### config.mk
export PLATFORM = sky130hd
export DESIGN_NAME = delta_scheduler
export DESIGN_NICKNAME = d
export VERILOG_FILES = /design/src/rtl/delta_scheduler_pkg.sv /design/src/rtl/delta_cmp.sv /design/src/rtl/delta_scheduler.sv
export SDC_FILE = /design/constraint.sdc
export NUM_CORES = 1
export LEC_CHECK = 0
export ABC_AREA = 1
export BUFFER_PORTS_ARGS = -buffer_cell sky130_fd_sc_hd__buf_2
export CELL_PAD_IN_SITES_DETAIL_PLACEMENT = 1
export CELL_PAD_IN_SITES_GLOBAL_PLACEMENT = 2
export CORE_UTILIZATION = 29
export DETAILED_ROUTE_END_ITERATION = 12
export HOLD_SLACK_MARGIN = 0.03
export PLACE_DENSITY = 0.81
export SETUP_SLACK_MARGIN = 0.15
export SLEW_MARGIN = 20
export SYNTH_ARGS = -nofsm -noshare
export SYNTH_HDL_FRONTEND = slang
export SYNTH_SLANG_ARGS = --single-unit
### constraint.sdc
create_clock -name clk -period 3.5 [get_ports clk]
set_clock_uncertainty 0.1 [all_clocks]
set_input_delay 0 -clock clk [delete_from_list [all_inputs] [get_ports clk]]
set_output_delay 0 -clock clk [all_outputs]
set_load 0.01 [all_outputs]
### src/rtl/delta_scheduler_pkg.sv
// delta_scheduler_pkg: shared state codes, polarity constants and counter limit
package delta_scheduler_pkg;
    typedef logic [1:0] state_t;
    localparam state_t SCAN = 2'd0;
    localparam state_t CMP  = 2'd1;
    localparam state_t EMIT = 2'd2;
    localparam logic POL_ON  = 1'b1;
    localparam logic POL_OFF = 1'b0;
    localparam logic [7:0] CNT_MAX = 8'd255;
endpackage

### src/rtl/delta_cmp.sv
// delta_cmp: shared combinational delta comparator producing spike decisions
module delta_cmp #(
    parameter int DW = 4
) (
    input  logic [DW-1:0] data,
    input  logic [DW-1:0] prev,
    input  logic [DW-1:0] threshold,
    input  logic          off_spike,
    output logic          fire,
    output logic          pol,
    output logic          update_prev
);
    import delta_scheduler_pkg::*;
    logic          rising;
    logic [DW-1:0] diff;
    // magnitude taken as max-min so it never wraps; off spikes may be suppressed but still move prev
    always_comb begin
        rising      = data > prev;
        diff        = rising ? data - prev : prev - data;
        update_prev = diff > threshold;
        pol         = rising ? POL_ON : POL_OFF;
        fire        = update_prev && (rising || off_spike);
    end
endmodule

### src/rtl/delta_scheduler.sv
// delta_scheduler: round-robin time-multiplexing of one delta comparator over NCH channels
module delta_scheduler #(
    parameter int NCH = 4,
    parameter int DW  = 4,
    localparam int CW = $clog2(NCH)
) (
    input  logic              clk,
    input  logic              rst_n,
    input  logic              cfg_we,
    input  logic [DW-1:0]     cfg_threshold,
    input  logic              cfg_off_spike,
    input  logic [NCH-1:0]    sample_valid,
    input  logic [NCH*DW-1:0] sample_data,
    output logic [NCH-1:0]    sample_ready,
    output logic              evt_valid,
    input  logic              evt_ready,
    output logic [CW-1:0]     evt_chan,
    output logic              evt_pol,
    output logic              busy,
    output logic [7:0]        evt_count
);
    import delta_scheduler_pkg::*;
    state_t        state;
    logic [CW-1:0] rr_ptr;
    logic [CW-1:0] ch_q;
    logic [DW-1:0] data_q;
    logic [DW-1:0] prev [NCH];
    logic [DW-1:0] threshold;
    logic          off_spike;
    logic          found;
    logic [CW-1:0] sel;
    logic [CW-1:0] idx;
    logic          fire;
    logic          pol;
    logic          update_prev;

    delta_cmp #(.DW(DW)) u_cmp (
        .data        (data_q),
        .prev        (prev[ch_q]),
        .threshold   (threshold),
        .off_spike   (off_spike),
        .fire        (fire),
        .pol         (pol),
        .update_prev (update_prev)
    );

    // first valid channel at or after rr_ptr, wrapping modulo NCH
    always_comb begin
        found = 1'b0;
        sel   = '0;
        idx   = '0;
        for (int k = 0; k < NCH; k++) begin
            idx = rr_ptr + CW'(k);
            if (!found && sample_valid[idx]) begin
                found = 1'b1;
                sel   = idx;
            end
        end
    end

    assign sample_ready = (rst_n && state == SCAN && found) ? NCH'(1) << sel : '0;
    assign evt_valid    = state == EMIT;
    assign busy         = state != SCAN;

    // scan / compare / emit sequencing plus configuration capture
    always_ff @(posedge clk or negedge rst_n) begin
        if (!rst_n) begin
            state     <= SCAN;
            rr_ptr    <= '0;
            ch_q      <= '0;
            data_q    <= '0;
            threshold <= '0;
            off_spike <= 1'b0;
            evt_chan  <= '0;
            evt_pol   <= 1'b0;
            evt_count <= '0;
            for (int i = 0; i < NCH; i++) prev[i] <= '0;
        end else begin
            if (cfg_we) begin
                threshold <= cfg_threshold;
                off_spike <= cfg_off_spike;
            end
            case (state)
                SCAN: if (found) begin
                    ch_q   <= sel;
                    data_q <= sample_data[sel*DW +: DW];
                    state  <= CMP;
                end
                CMP: begin
                    if (update_prev) prev[ch_q] <= data_q;
                    rr_ptr <= ch_q + CW'(1);
                    if (fire) begin
                        evt_chan <= ch_q;
                        evt_pol  <= pol;
                    end
                    state <= fire ? EMIT : SCAN;
                end
                EMIT: if (evt_ready) begin
                    if (evt_count != CNT_MAX) evt_count <= evt_count + 8'd1;
                    state <= SCAN;
                end
                default: state <= SCAN;
            endcase
        end
    end
endmodule

==> results.md, run 1 <==
* Status: complete, but fails checks
* Failing checks: negative setup slack
* Routed wire length at 7740 um
* Highest clock rate at around 280 MHz
* Placer Congestion at around 0.76
* Clock tree buffer depth at 2
* Cell depth of the worst hold path at 6
* Syn_nets at between 300 and 400
* Top Metal Used: met4
* Pins Over Slew Limit at 0
* Core Rows at 34
* Die Ht at between 90 and 100 um
* Warnings from Yosys at 0
* Tot GR Track Use at between 15 and 20%
* Core region area at between 0.008 and 0.009 mm2
* Antenna diodes at 0
* Layout cells sized above 1 at between 30% and 40%
* Slew headroom at between 60% and 70%
* Mapped Cells at around 330
* TritonCTS Sinks at 42
* Setup tns final at -0.108 ns
* Nets at between 400 and 500
* Worst R2R Start: ch_q[0]
* Global-route wire length before repair at 13200 um
* DRT iter0 DRCs at between 80 and 90
* Most used DFF post-synth: dfrtp_1
* Top cell type by total area after synthesis: dfrtp_1
* Number of I/O port buffers at 45
* Number of enable flip-flop cells after synthesis at 0
* CTS Buf Count at 5
* Area grow syn2layout at 38.8%
* Post-route worst setup slack at -0.0315 ns
* CTS H-Tree Depth at 2
* Critical Path Sink Type: register
* Met1 WL at between 3000 and 4000 um
* Routed len/inst at between 10 and 15 um
* Clk Latency, worst-skew pair at about 0.30 ns
* Reg2Reg Setup Slack at -0.03 ns
* Die X-Extent at slightly below 100 um
* Most instantiated library cell after synthesis: nand2_1
* Distinct cells, synth at 35
* Clock Pin Slew Worst Setup and Hold Paths at 0.08 ns
* CP Class: register to register
* List of most frequent post-synthesis cells: nand2_1, dfrtp_1, inv_1, o21ai_0, nand3_1
* Min Tclk post-route at around 3.5 ns
* Final hold viol count at 0
* DRC Markers at 0
* Initial antenna violation count at 0
* Met3 Routed Length at slightly below 200 um
* Pre-CTS WS at -0.178 ns
* DR vias/cell at 4.74
* Total die area at 0.00948 mm2
* Met2 wire length at around 3900 um
* Hold Crit Class: primary input to register
* CTS tree: yes
* Critical path fanouts, max at 8
* Synth Cell Area at between 0.002 and 0.003 mm2
* Starting Density at a little under a third
* Share of the synthesized area in the top cell type at between 30 and 40%
* Synth area leaders: dfrtp_1, nand2_1, ha_1
* RSZ-0062 raised after global routing: true
* Root Buffer: clkbuf_8
* Hold Path Sink: ch_q[1]
* Crit path arrival time at 3.61 ns
* Final Setup Violations at 10
* Max Cap Viol at 0
* Final Cycle Share at 101%
* R2R depth at 20
* CP startpoint kind: register
* I/O pins at 46
* Dpl hpwl at about 5400 um
* GR Overflow Total at 0
* Synth Area per Inst at 8.01 um2
* Crit Reg-Reg Endpoint: prev[12]
* Iteration count of the initial detailed-routing pass at 4
* CP Data Required Time at approximately 3.6 ns
* Final core utilization at about two fifths
* #FFs+latches synth at 42
* Fillcell total at around 1100
* Largest net degree at the start of global routing at 43
* Actual transition at the worst max-transition pin at roughly 0.56 ns
* Vias in the first global route at between 2000 and 3000
* Vias at 2522
* Register area share after synthesis at roughly two fifths
* Post-synth ARST share at 100%
* Number of routed nets with antenna violations at 0
* Hold path startpoint: sample_valid[1]
-- how the worst max path moves through the flow --
stage,start,endpoint,slack [ns],depth (start not counted)
3_5_place_dp,ch_q[0],evt_chan[1],-0.18,20
2_1_floorplan,ch_q[0],evt_chan[0],0.18,19
4_1_cts,ch_q[0],prev[8],0.11,20
3_3_place_gp,ch_q[0],state[1],0.07,19
5_1_grt,ch_q[0],prev[0],-0.17,20
6_report,ch_q[0],prev[12],-0.03,20
-- stage by stage --
stage / hold slack [ns] / instances / cell area [um2]
global placement: 0.106 / 493 / 3080
finish: 0.258 / 532 / 3660
floorplan: -0.396 / 329 / 2640
CTS: 0.264 / 530 / 3580
detailed placement: 0.0980 / 493 / 3080
global route: 0.346 / 532 / 3660
-- registers in the layout, summed over array words and instances (netlist names) --
signal	flops
prev	16
evt_count	8
data_q	4
threshold	4
ch_q	2
evt_chan	2
rr_ptr	2
state	2
evt_pol	1
off_spike	1
-- worst max-delay path: stages (launching register included) --
cell	delay, ns
dfrtp_2	0.46
inv_4	0.09
nand2_2	0.05
a32oi_2	0.23
ha_2	0.23
inv_2	0.04
fa_2	0.34
nand3_2	0.07
nand2_2	0.07
nand2_4	0.08
mux2i_1	0.22
xor2_1	0.19
inv_1	0.10
ha_4	0.29
o211ai_1	0.08
nand2_1	0.10
nand4_1	0.19
clkinv_4	0.21
nand2_4	0.10
nand2_1	0.08
o21ai_0	0.07
-- cell families (layout without fill, tap and decap cells) --
group | count (synthesis) | after routing | share of synthesized area [%]
AOI/OAI and AO/OA | 46 | 46 | 9.87
xor gates and xnor gates | 9 | 9 | 2.99
adders and majority gates | 18 | 18 | 9.11
buffers and inverters | 37 | 132 | 5.84
DFF | 42 | 42 | 39.9
muxes | 4 | 4 | 1.66
and+or+nand+nor | 173 | 173 | 30.7
-- layout make-up --
cell class / count / area [um2] / share of cell area, %
clock inverter: 2 / 12.5 / 0.342
clock buffer: 6 / 82.6 / 2.26
inverter: 33 / 133 / 3.62
tap: 108 / 135 / 3.69
multi-input combinational: 250 / 1610 / 44.0
timing repair buffer: 91 / 634 / 17.3
sequential: 42 / 1050 / 28.8
-- metal layers --
metal  vias up  track usage (%)
met5         -                0
met4         0             3.39
met3        10             2.45
met2        43             31.1
met1      1213             21.8
li1       1256                -
-- placed cells by master (no fill, tap or decap), drive strengths merged, types with 8 or more instances in the layout --
master and n:
nand2 131, ha 16, o21ai 29, buf 67, a21oi 10, dlygate4sd3 24, nor2 8, nand3 20
inv 31, dfrtp 42
-- repair_timing --
action	4_1_cts	5_1_grt
hold buffers	24	0
pin swaps	17	13
setup buffers	5	2
resized for setup	41	20
setup endpoints to repair	20	21
hold endpoints to repair	53	0
Power of run 1 is left out: the tool's default activity adds up to more than one toggle a clock period on the data nets, which glitch-free logic cannot reach.
==> run 2, diff against run 1 <==
--- a/config.mk
+++ b/config.mk
@@ -9,12 +9,14 @@
 export BUFFER_PORTS_ARGS = -buffer_cell sky130_fd_sc_hd__buf_2
 export CELL_PAD_IN_SITES_DETAIL_PLACEMENT = 1
 export CELL_PAD_IN_SITES_GLOBAL_PLACEMENT = 2
-export CORE_UTILIZATION = 29
+export CORE_UTILIZATION = 30
 export DETAILED_ROUTE_END_ITERATION = 12
 export HOLD_SLACK_MARGIN = 0.03
-export PLACE_DENSITY = 0.81
+export PLACE_DENSITY = 0.83
+export REMOVE_ABC_BUFFERS = 1
 export SETUP_SLACK_MARGIN = 0.15
 export SLEW_MARGIN = 20
 export SYNTH_ARGS = -nofsm -noshare
 export SYNTH_HDL_FRONTEND = slang
+export SYNTH_HIERARCHICAL = 1
 export SYNTH_SLANG_ARGS = --single-unit
==> run 2 against run 1 <==
  * The flow finishes with violations (design-rule violations, negative setup slack)
  * Fmax rose by 0.39%
  * Non-clock buffer count is 2 higher
  * Routed wire length decreased by 0.26%
  * Critical endpoint is now prev[2]
  * Worst hold slack worse by 0.057 ns
  * Register-to-register slack hardly changed
  * Area after synthesis is 4.7% higher
  * First-iteration DRC count fell by 49%
  * Sequential share of layout area down 0.78 points
  * Cell count increased by 4.3%
==> results.md, run 2 <==
* Status: complete, but fails checks
* Failing checks: design-rule violations, negative setup slack
* Mapped Cells at 349 (+6.1%)
* Pins Over Slew Limit at 0 (unchanged)
* TritonCTS Sinks at 42 (unchanged)
* Post-synthesis xor/xnor area fraction at 2.86% (-0.13 points)
* Clock Pin Slew Worst Setup and Hold Paths at 0.09 ns (about the same)
* I/O pins at 46 (unchanged)
* Actual transition at the worst max-transition pin at 0.559 ns (-0.000963 ns)
* Critical path's most frequent cell: nand2_1
* Critical path fanouts, max at 8 (unchanged)
* Initial antenna violation count at 0 (unchanged)
* Number of I/O port buffers at 45 (unchanged)
* Hold Crit Class: primary input to asynchronous set/reset pin
* Tot GR Track Use at 16.6% (-0.62 points)
* Dpl hpwl at 5430 um (+0.48%)
* Crit path arrival time at 3.60 ns (about the same)
* Compound-gate portion of the synthesized area at 8.84% (-1.0 points)
* Share of the synthesized area in the top cell type at 38.1% (-1.8 points)
* Synth Cell Area at 0.00276 mm2 (+4.7%)
* Top cell type by total area after synthesis: dfrtp_1
* DRC Markers at 1 (+1)
* Core Rows at 34 (unchanged)
* Number of enable flip-flop cells after synthesis at 0 (unchanged)
* Post-synthesis simple-gate area fraction at 31.7% (+1.0 points)
* Post-synth ARST share at 100% (unchanged)
* Routed len/inst at 13.9 um (-4.4%)
* DR vias/cell at 4.67 (-1.4%)
* Synth area leaders: dfrtp_1, nand2_1, ha_1
* Start point of the critical path: ch_q[0]
* Final instance area at 0.00377 mm2 (+2.9%)
* Nets at 493 (+4.9%)
* Register area share after synthesis at 38.1% (-1.8 points)
* Die Ht at 97.9 um (+0.57%)
* Antenna diodes at 0 (unchanged)
* Slew headroom at 62.8% (+0.064 points)
* DRT iter0 DRCs at 43 (-49%)
* Max incr delay on CP at 0.44 ns (-0.02 ns)
* Synth Area in Adders at 8.71% (-0.40 points)
* DP Area at 0.00319 mm2 (+3.6%)
* Core region area at 0.00881 mm2 (+0.49%)
* Most common cell after layout, fill and taps aside: nand2_1
* Total die area at 0.00958 mm2 (+1.1%)
* CP Data Required Time at 3.58 ns (about the same)
* Most instantiated library cell after synthesis: nand2_1
* List of most frequent post-synthesis cells: nand2_1, dfrtp_1, inv_1, o21ai_0, nand3_1
* Critical-path cell list: buf_2, o21ai_0, o22ai_1, inv_1, ha_1, nand2_2, nor2_2, nor2_2, nor2_4, nand2_2, nand2_2, ha_4, inv_2, o21bai_1, nand2_1, nand2_1, nand2_1, inv_1, inv_2, nor2_4, buf_12, nand2_4, nand2_1, o21ai_1
* RSZ-0062 raised after global routing: true
* Max reg flops at 16 (unchanged)
* Main combinational cell family by area after synthesis: simple AND/OR/NAND/NOR gates
* Highest clock rate at 284 MHz (+0.39%)
* CP Class: register to register
* Number of routed nets with antenna violations at 0 (unchanged)
* Final Cycle Share at 101% (-0.39 points)
* Reg2Reg Setup Slack at -0.02 ns (about the same)
* CP startpoint kind: register
* Top reg by flops: prev
* R2R depth at 24 (+20%)
* CTS H-Tree Depth at 2 (unchanged)
* Hold slack at 0.200 ns (-0.0574 ns)
* Root Buffer: clkbuf_8
* Placer Congestion at 0.822 (+8.5%)
* Post-synthesis mux area share at 2.86% (+1.2 points)
* Biggest regs: prev x16, evt_count x8
* Iteration count of the initial detailed-routing pass at 8 (+4)
* Vias at 2593 (+2.8%)
* Commonest cells after routing, fill and taps aside: nand2_1, buf_2, dfrtp_1
* Area grow syn2layout at 36.5%
* GR Overflow Total at 0 (unchanged)
* #FFs+latches synth at 42 (unchanged)
* Most used DFF post-synth: dfrtp_1
* Distinct cells, synth at 35 (unchanged)
* Worst R2R Start: ch_q[0]
* Synth Area per Inst at 7.91 um2 (-1.3%)
* Global-route wire length before repair at 12800 um (-3.3%)
* Crit Reg-Reg Endpoint: prev[2]
* Final Setup Violations at 1 (-9)
* Max Cap Viol at 0 (unchanged)
* Die X-Extent at 97.9 um (+0.57%)
* CP max stage cell: dfrtp_2
* Min Tclk post-route at 3.52 ns (-0.0137 ns)
* CTS tree: yes
* Critical Path Sink Type: register
* Warnings from Yosys at 6 (+6)
* Vias in the first global route at 2742 (+1.3%)
* Layout cells sized above 1 at 36.9% (+3.9 points)
* Starting Density at 31.3% (+1.2 points)
* Largest net degree at the start of global routing at 44 (+2.3%)
* Clock tree buffer depth at 2 (unchanged)
* Clk Latency, worst-skew pair at 0.30 ns (about the same)
* Post-route worst setup slack at -0.0178 ns (+0.0137 ns)
* Routed wire length at 7720 um (-0.26%)
* Final core utilization at 42.8% (+1.0 points)
* CTS Buf Count at 5 (unchanged)
* Setup tns final at -0.0178 ns (+0.0906 ns)
* Final hold viol count at 0 (unchanged)
-- run 2: cell count changes after synthesis, moves of 5 or more --
| cell | previous run | this run |
|---|---|---|
| nor2_2 | 1 | 6 |
| nand4_1 | 6 | 1 |
| nand2_1 | 114 | 106 |
| nand3_1 | 17 | 23 |
| a21oi_1 | 9 | 3 |
| inv_1 | 28 | 35 |
| nor2_1 | 6 | 17 |
-- run 2: repair_timing --
item,in CTS,in global routing
gates resized for setup,17,49
pin swaps,3,19
setup endpoints to repair,20,21
cloned,0,2
setup buffers,2,9
endpoints found under the hold margin,52,0
hold buffers,21,0
-- run 2: per-stage QoR --
| step | worst slack [ns] | instances |
|---|---|---|
| CTS | 0.155 | 544 |
| global route | -0.174 | 555 |
| global placement | 0.00423 | 513 |
| finish | -0.0178 | 555 |
| detailed placement | -0.146 | 513 |
| floorplan | 0.202 | 345 |
-- run 2: layout make-up --
type,count,area [um2]
Clock buffer,5,68.8
Clock inverter,3,23.8
Fill cell,1077,5040
Inverter,40,153
Multi-Input combinational cell,263,1670
Sequential cell,42,1050
Tap cell,108,135
Timing Repair Buffer,93,659
Timing Repair inverter,1,7.51
-- run 2: critical path, delay by kind of cell (launching register included) --
family          cells  cell delay (ns)
compound gates      4             0.55
fa+ha+maj           2             0.64
simple gates       12             1.11
buf+inv             6             0.54
flops               1             0.44
-- run 2: metal layers --
metal | vias up | track usage, % | wire length (um)
li1 | 1306 | - | -
met1 | 1230 | 20.3 | 3320
met2 | 46 | 30.0 | 4090
met3 | 11 | 2.36 | 176
met4 | 0 | 5.01 | 135
met5 | - | 0 | 0
-- run 2: worst max-delay path by stage --
| stage | endpoint | slack [ns] | cells past startpoint |
|---|---|---|---|
| floorplan | prev[0] | 0.20 | 23 |
| CTS | prev[13] | 0.15 | 24 |
| global route | prev[2] | -0.17 | 24 |
| finish | prev[2] | -0.02 | 24 |
| global placement | prev[14] | 0.004 | 23 |
| detailed placement | prev[15] | -0.15 | 23 |
-- run 2: logic make-up after synthesis --
family | after synthesis
AO/OA/AOI/OAI | 44
XOR/XNOR | 9
adder cells (fa/ha/maj) | 18
buffers and inverters | 44
flip-flops | 42
multiplexers | 7
AND/OR/NAND/NOR | 185
Power of run 2 is left out for the same reason.
==> run 3, diff against run 2 <==
==> constraint.sdc (replaced) <==
create_clock -name clk -period 3.5 [get_ports clk]
set_clock_uncertainty 0.1 [all_clocks]
set_input_delay 0 -clock clk [delete_from_list [all_inputs] [get_ports clk]]
set_output_delay 0 -clock clk [all_outputs]
set_load 0.1 [all_outputs]
==> run 3 against run 2 <==
  * Sequential cell count unchanged
  * Global-route usage decreased by 0.50 points
  * First-iteration DRC count increased by 56%
  * The run ends with design-rule violations left
  * Die area unchanged
  * Worst hold slack got worse by 0.17 ns
  * Via count decreased by 0.73%
  * Clock-buffer cell count unchanged
  * Cell count decreased by 0.54%
==> results.md, run 3 (synthesis results as in run 2) <==
* Pins Over Slew Limit at 0 (unchanged)
* RSZ-0062 raised after global routing: true
* Critical path fanouts, max at 8 (unchanged)
* Status: complete, but fails checks
* CTS Buf Count at 5 (unchanged)
* Number of routed nets with antenna violations at 0 (unchanged)
* Routed len/inst at 13.7 um (-1.6%)
* TritonCTS Sinks at 42 (unchanged)
* DR vias/cell at 4.66 (-0.19%)
* GR Overflow Total at 0 (unchanged)
* Routed wire length at 7550 um (-2.2%)
* CP delay by family, top: simple AND/OR/NAND/NOR gates
* Critical-path cell list: buf_6, buf_4, o21ai_0, o22ai_1, buf_4, buf_4, ha_1, a21oi_1, nand3_1, nand3_2, nand2_1, ha_1, nand2_1, inv_1, nand2_1, nand2_1, nand2_2, inv_2, inv_2, nor2_4, nand2_4, nand2_1, o21ai_0
* Nets at 490 (-0.61%)
* Largest net degree at the start of global routing at 43 (-2.3%)
* Critical path's most frequent cell: nand2_1
* Core region area at 0.00881 mm2 (unchanged)
* Dpl hpwl at 5530 um (+1.8%)
* Placed Cells at 513 (unchanged)
* Number of I/O port buffers at 45 (unchanged)
* Area grow syn2layout at 36.1%
* Iteration count of the initial detailed-routing pass at 8 (unchanged)
* Die X-Extent at 97.9 um (unchanged)
* Final Cycle Share at 97.2% (-3.3 points)
* Clock tree buffer depth at 2 (unchanged)
* WP buf/inv at 7 (+1)
* Layout cells sized above 1 at 37.6% (+0.70 points)
* Biggest regs: prev x16, evt_count x8
* CTS tree: yes
* Initial antenna violation count at 0 (unchanged)
* Placer Congestion at 0.816 (-0.84%)
* Final hold viol count at 0 (unchanged)
* Crit path arrival time at 3.48 ns (-0.12 ns)
* Core Rows at 34 (unchanged)
* CP startpoint kind: register
* Vias in the first global route at 2650 (-3.4%)
* Tot GR Track Use at 16.1% (-0.50 points)
* Final instance area at 0.00376 mm2 (-0.27%)
* Commonest cells after routing, fill and taps aside: nand2_1, buf_2, dfrtp_1
* Slew headroom at 63.6% (+0.79 points)
* CP Class: register to register
* Finished Layout Cells at 552 (-0.54%)
* Critical Path Sink Type: register
* Min Tclk post-route at 3.40 ns (-0.115 ns)
* CP max stage cell: dfrtp_1
* Clk Latency, worst-skew pair at 0.31 ns (about the same)
* Max reg flops at 16 (unchanged)
* Antenna diodes at 0 (unchanged)
* DRC Markers at 1 (unchanged)
* Final Setup Violations at 0 (-1)
* Global-route wire length before repair at 12500 um (-2.3%)
* Failing checks: design-rule violations
* Die Ht at 97.9 um (unchanged)
* Max incr delay on CP at 0.43 ns (about the same)
* Highest clock rate at 294 MHz (+3.4%)
* CTS H-Tree Depth at 2 (unchanged)
* CP Data Required Time at 3.58 ns (about the same)
* Total die area at 0.00958 mm2 (unchanged)
* Max Cap Viol at 0 (unchanged)
* Root Buffer: clkbuf_8
* Vias at 2574 (-0.73%)
* Top reg by flops: prev
* DRT iter0 DRCs at 67 (+56%)
* Hold Crit Class: primary input to register
* Starting Density at 31.3% (unchanged)
* Actual transition at the worst max-transition pin at 0.547 ns (-0.0118 ns)
* I/O pins at 46 (unchanged)
* DP Area at 0.00319 mm2 (unchanged)
* Most common cell after layout, fill and taps aside: nand2_1
* Clock Pin Slew Worst Setup and Hold Paths at 0.09 ns (about the same)
## run 3: cell count changes in the layout (fill, tap and decap cells not counted), moves of 2 or more
cell	change
nand2_4	+2
nand2_1	-4
nand2_8	-2
nand2_2	+4
buf_4	-2
clkinvlp_4	-3
## run 3: final timing paths
kind	startpoint	end	slack, ns	cells past startpoint
worst min-delay path	sample_data[5]	data_q[1]	0.03	7
worst max-delay path	ch_q[0]	prev[2]	0.1	23
max in group asynchronous	rst_n	rr_ptr[0]	2.62	3
worst min register to register	prev[13]	prev[13]	0.40	2
min in group asynchronous	rst_n	threshold[0]	0.26	3
worst max register to register	ch_q[0]	prev[2]	0.1	23
## run 3: routing by layer
metal	part of all wire (%)	vias up	track usage, %
met3	1.7	9	1.79
met5	0	-	0
met1	46	1226	20.0
li1	-	1303	-
met4	1.4	0	4.20
met2	51	36	29.3
## run 3: final cells by class
cell class | instances | area [um2]
Fill cell | 1057 | 5050
Inverter | 40 | 153
Clock buffer | 5 | 68.8
Sequential cell | 42 | 1050
Multi-Input combinational cell | 263 | 1680
Timing Repair Buffer | 91 | 641
Clock inverter | 3 | 28.8
Tap cell | 108 | 135
## run 3: timing repair
item                                   in CTS  in global routing
resized for setup                          10                 62
buffers inserted                            1                  8
pin swaps                                   2                 20
setup endpoints to repair                  19                 21
hold buffers                               22                  0
endpoints found under the hold margin      52                  0
## run 3: per-stage QoR
stage / TNS [ns] / setup slack, ns / hold WS, ns / utilization (%)
6_report: 0 / 0.0973 / 0.0270 / 42.7
5_1_grt: -1.76 / -0.128 / 0.102 / 42.7
4_1_cts: 0 / 0.176 / 0.0352 / 40.2
3_5_place_dp: -0.917 / -0.0789 / 0.0816 / 36.2
3_3_place_gp: 0 / 0.00214 / 0.0775 / 36.2
2_1_floorplan: -0.449 / -0.118 / -0.396 / -
## run 3: worst reg2reg max path: cells and delay by family (launching register included)
| family | cells | cell delay, ns |
|---|---|---|
| buffers and inverters | 7 | 0.73 |
| adder cells (fa/ha/maj) | 2 | 0.47 |
| AND/OR/NAND/NOR | 10 | 0.96 |
| AO/OA/AOI/OAI | 4 | 0.61 |
| flip-flops | 1 | 0.43 |
Power of run 3 is left out for the same reason.
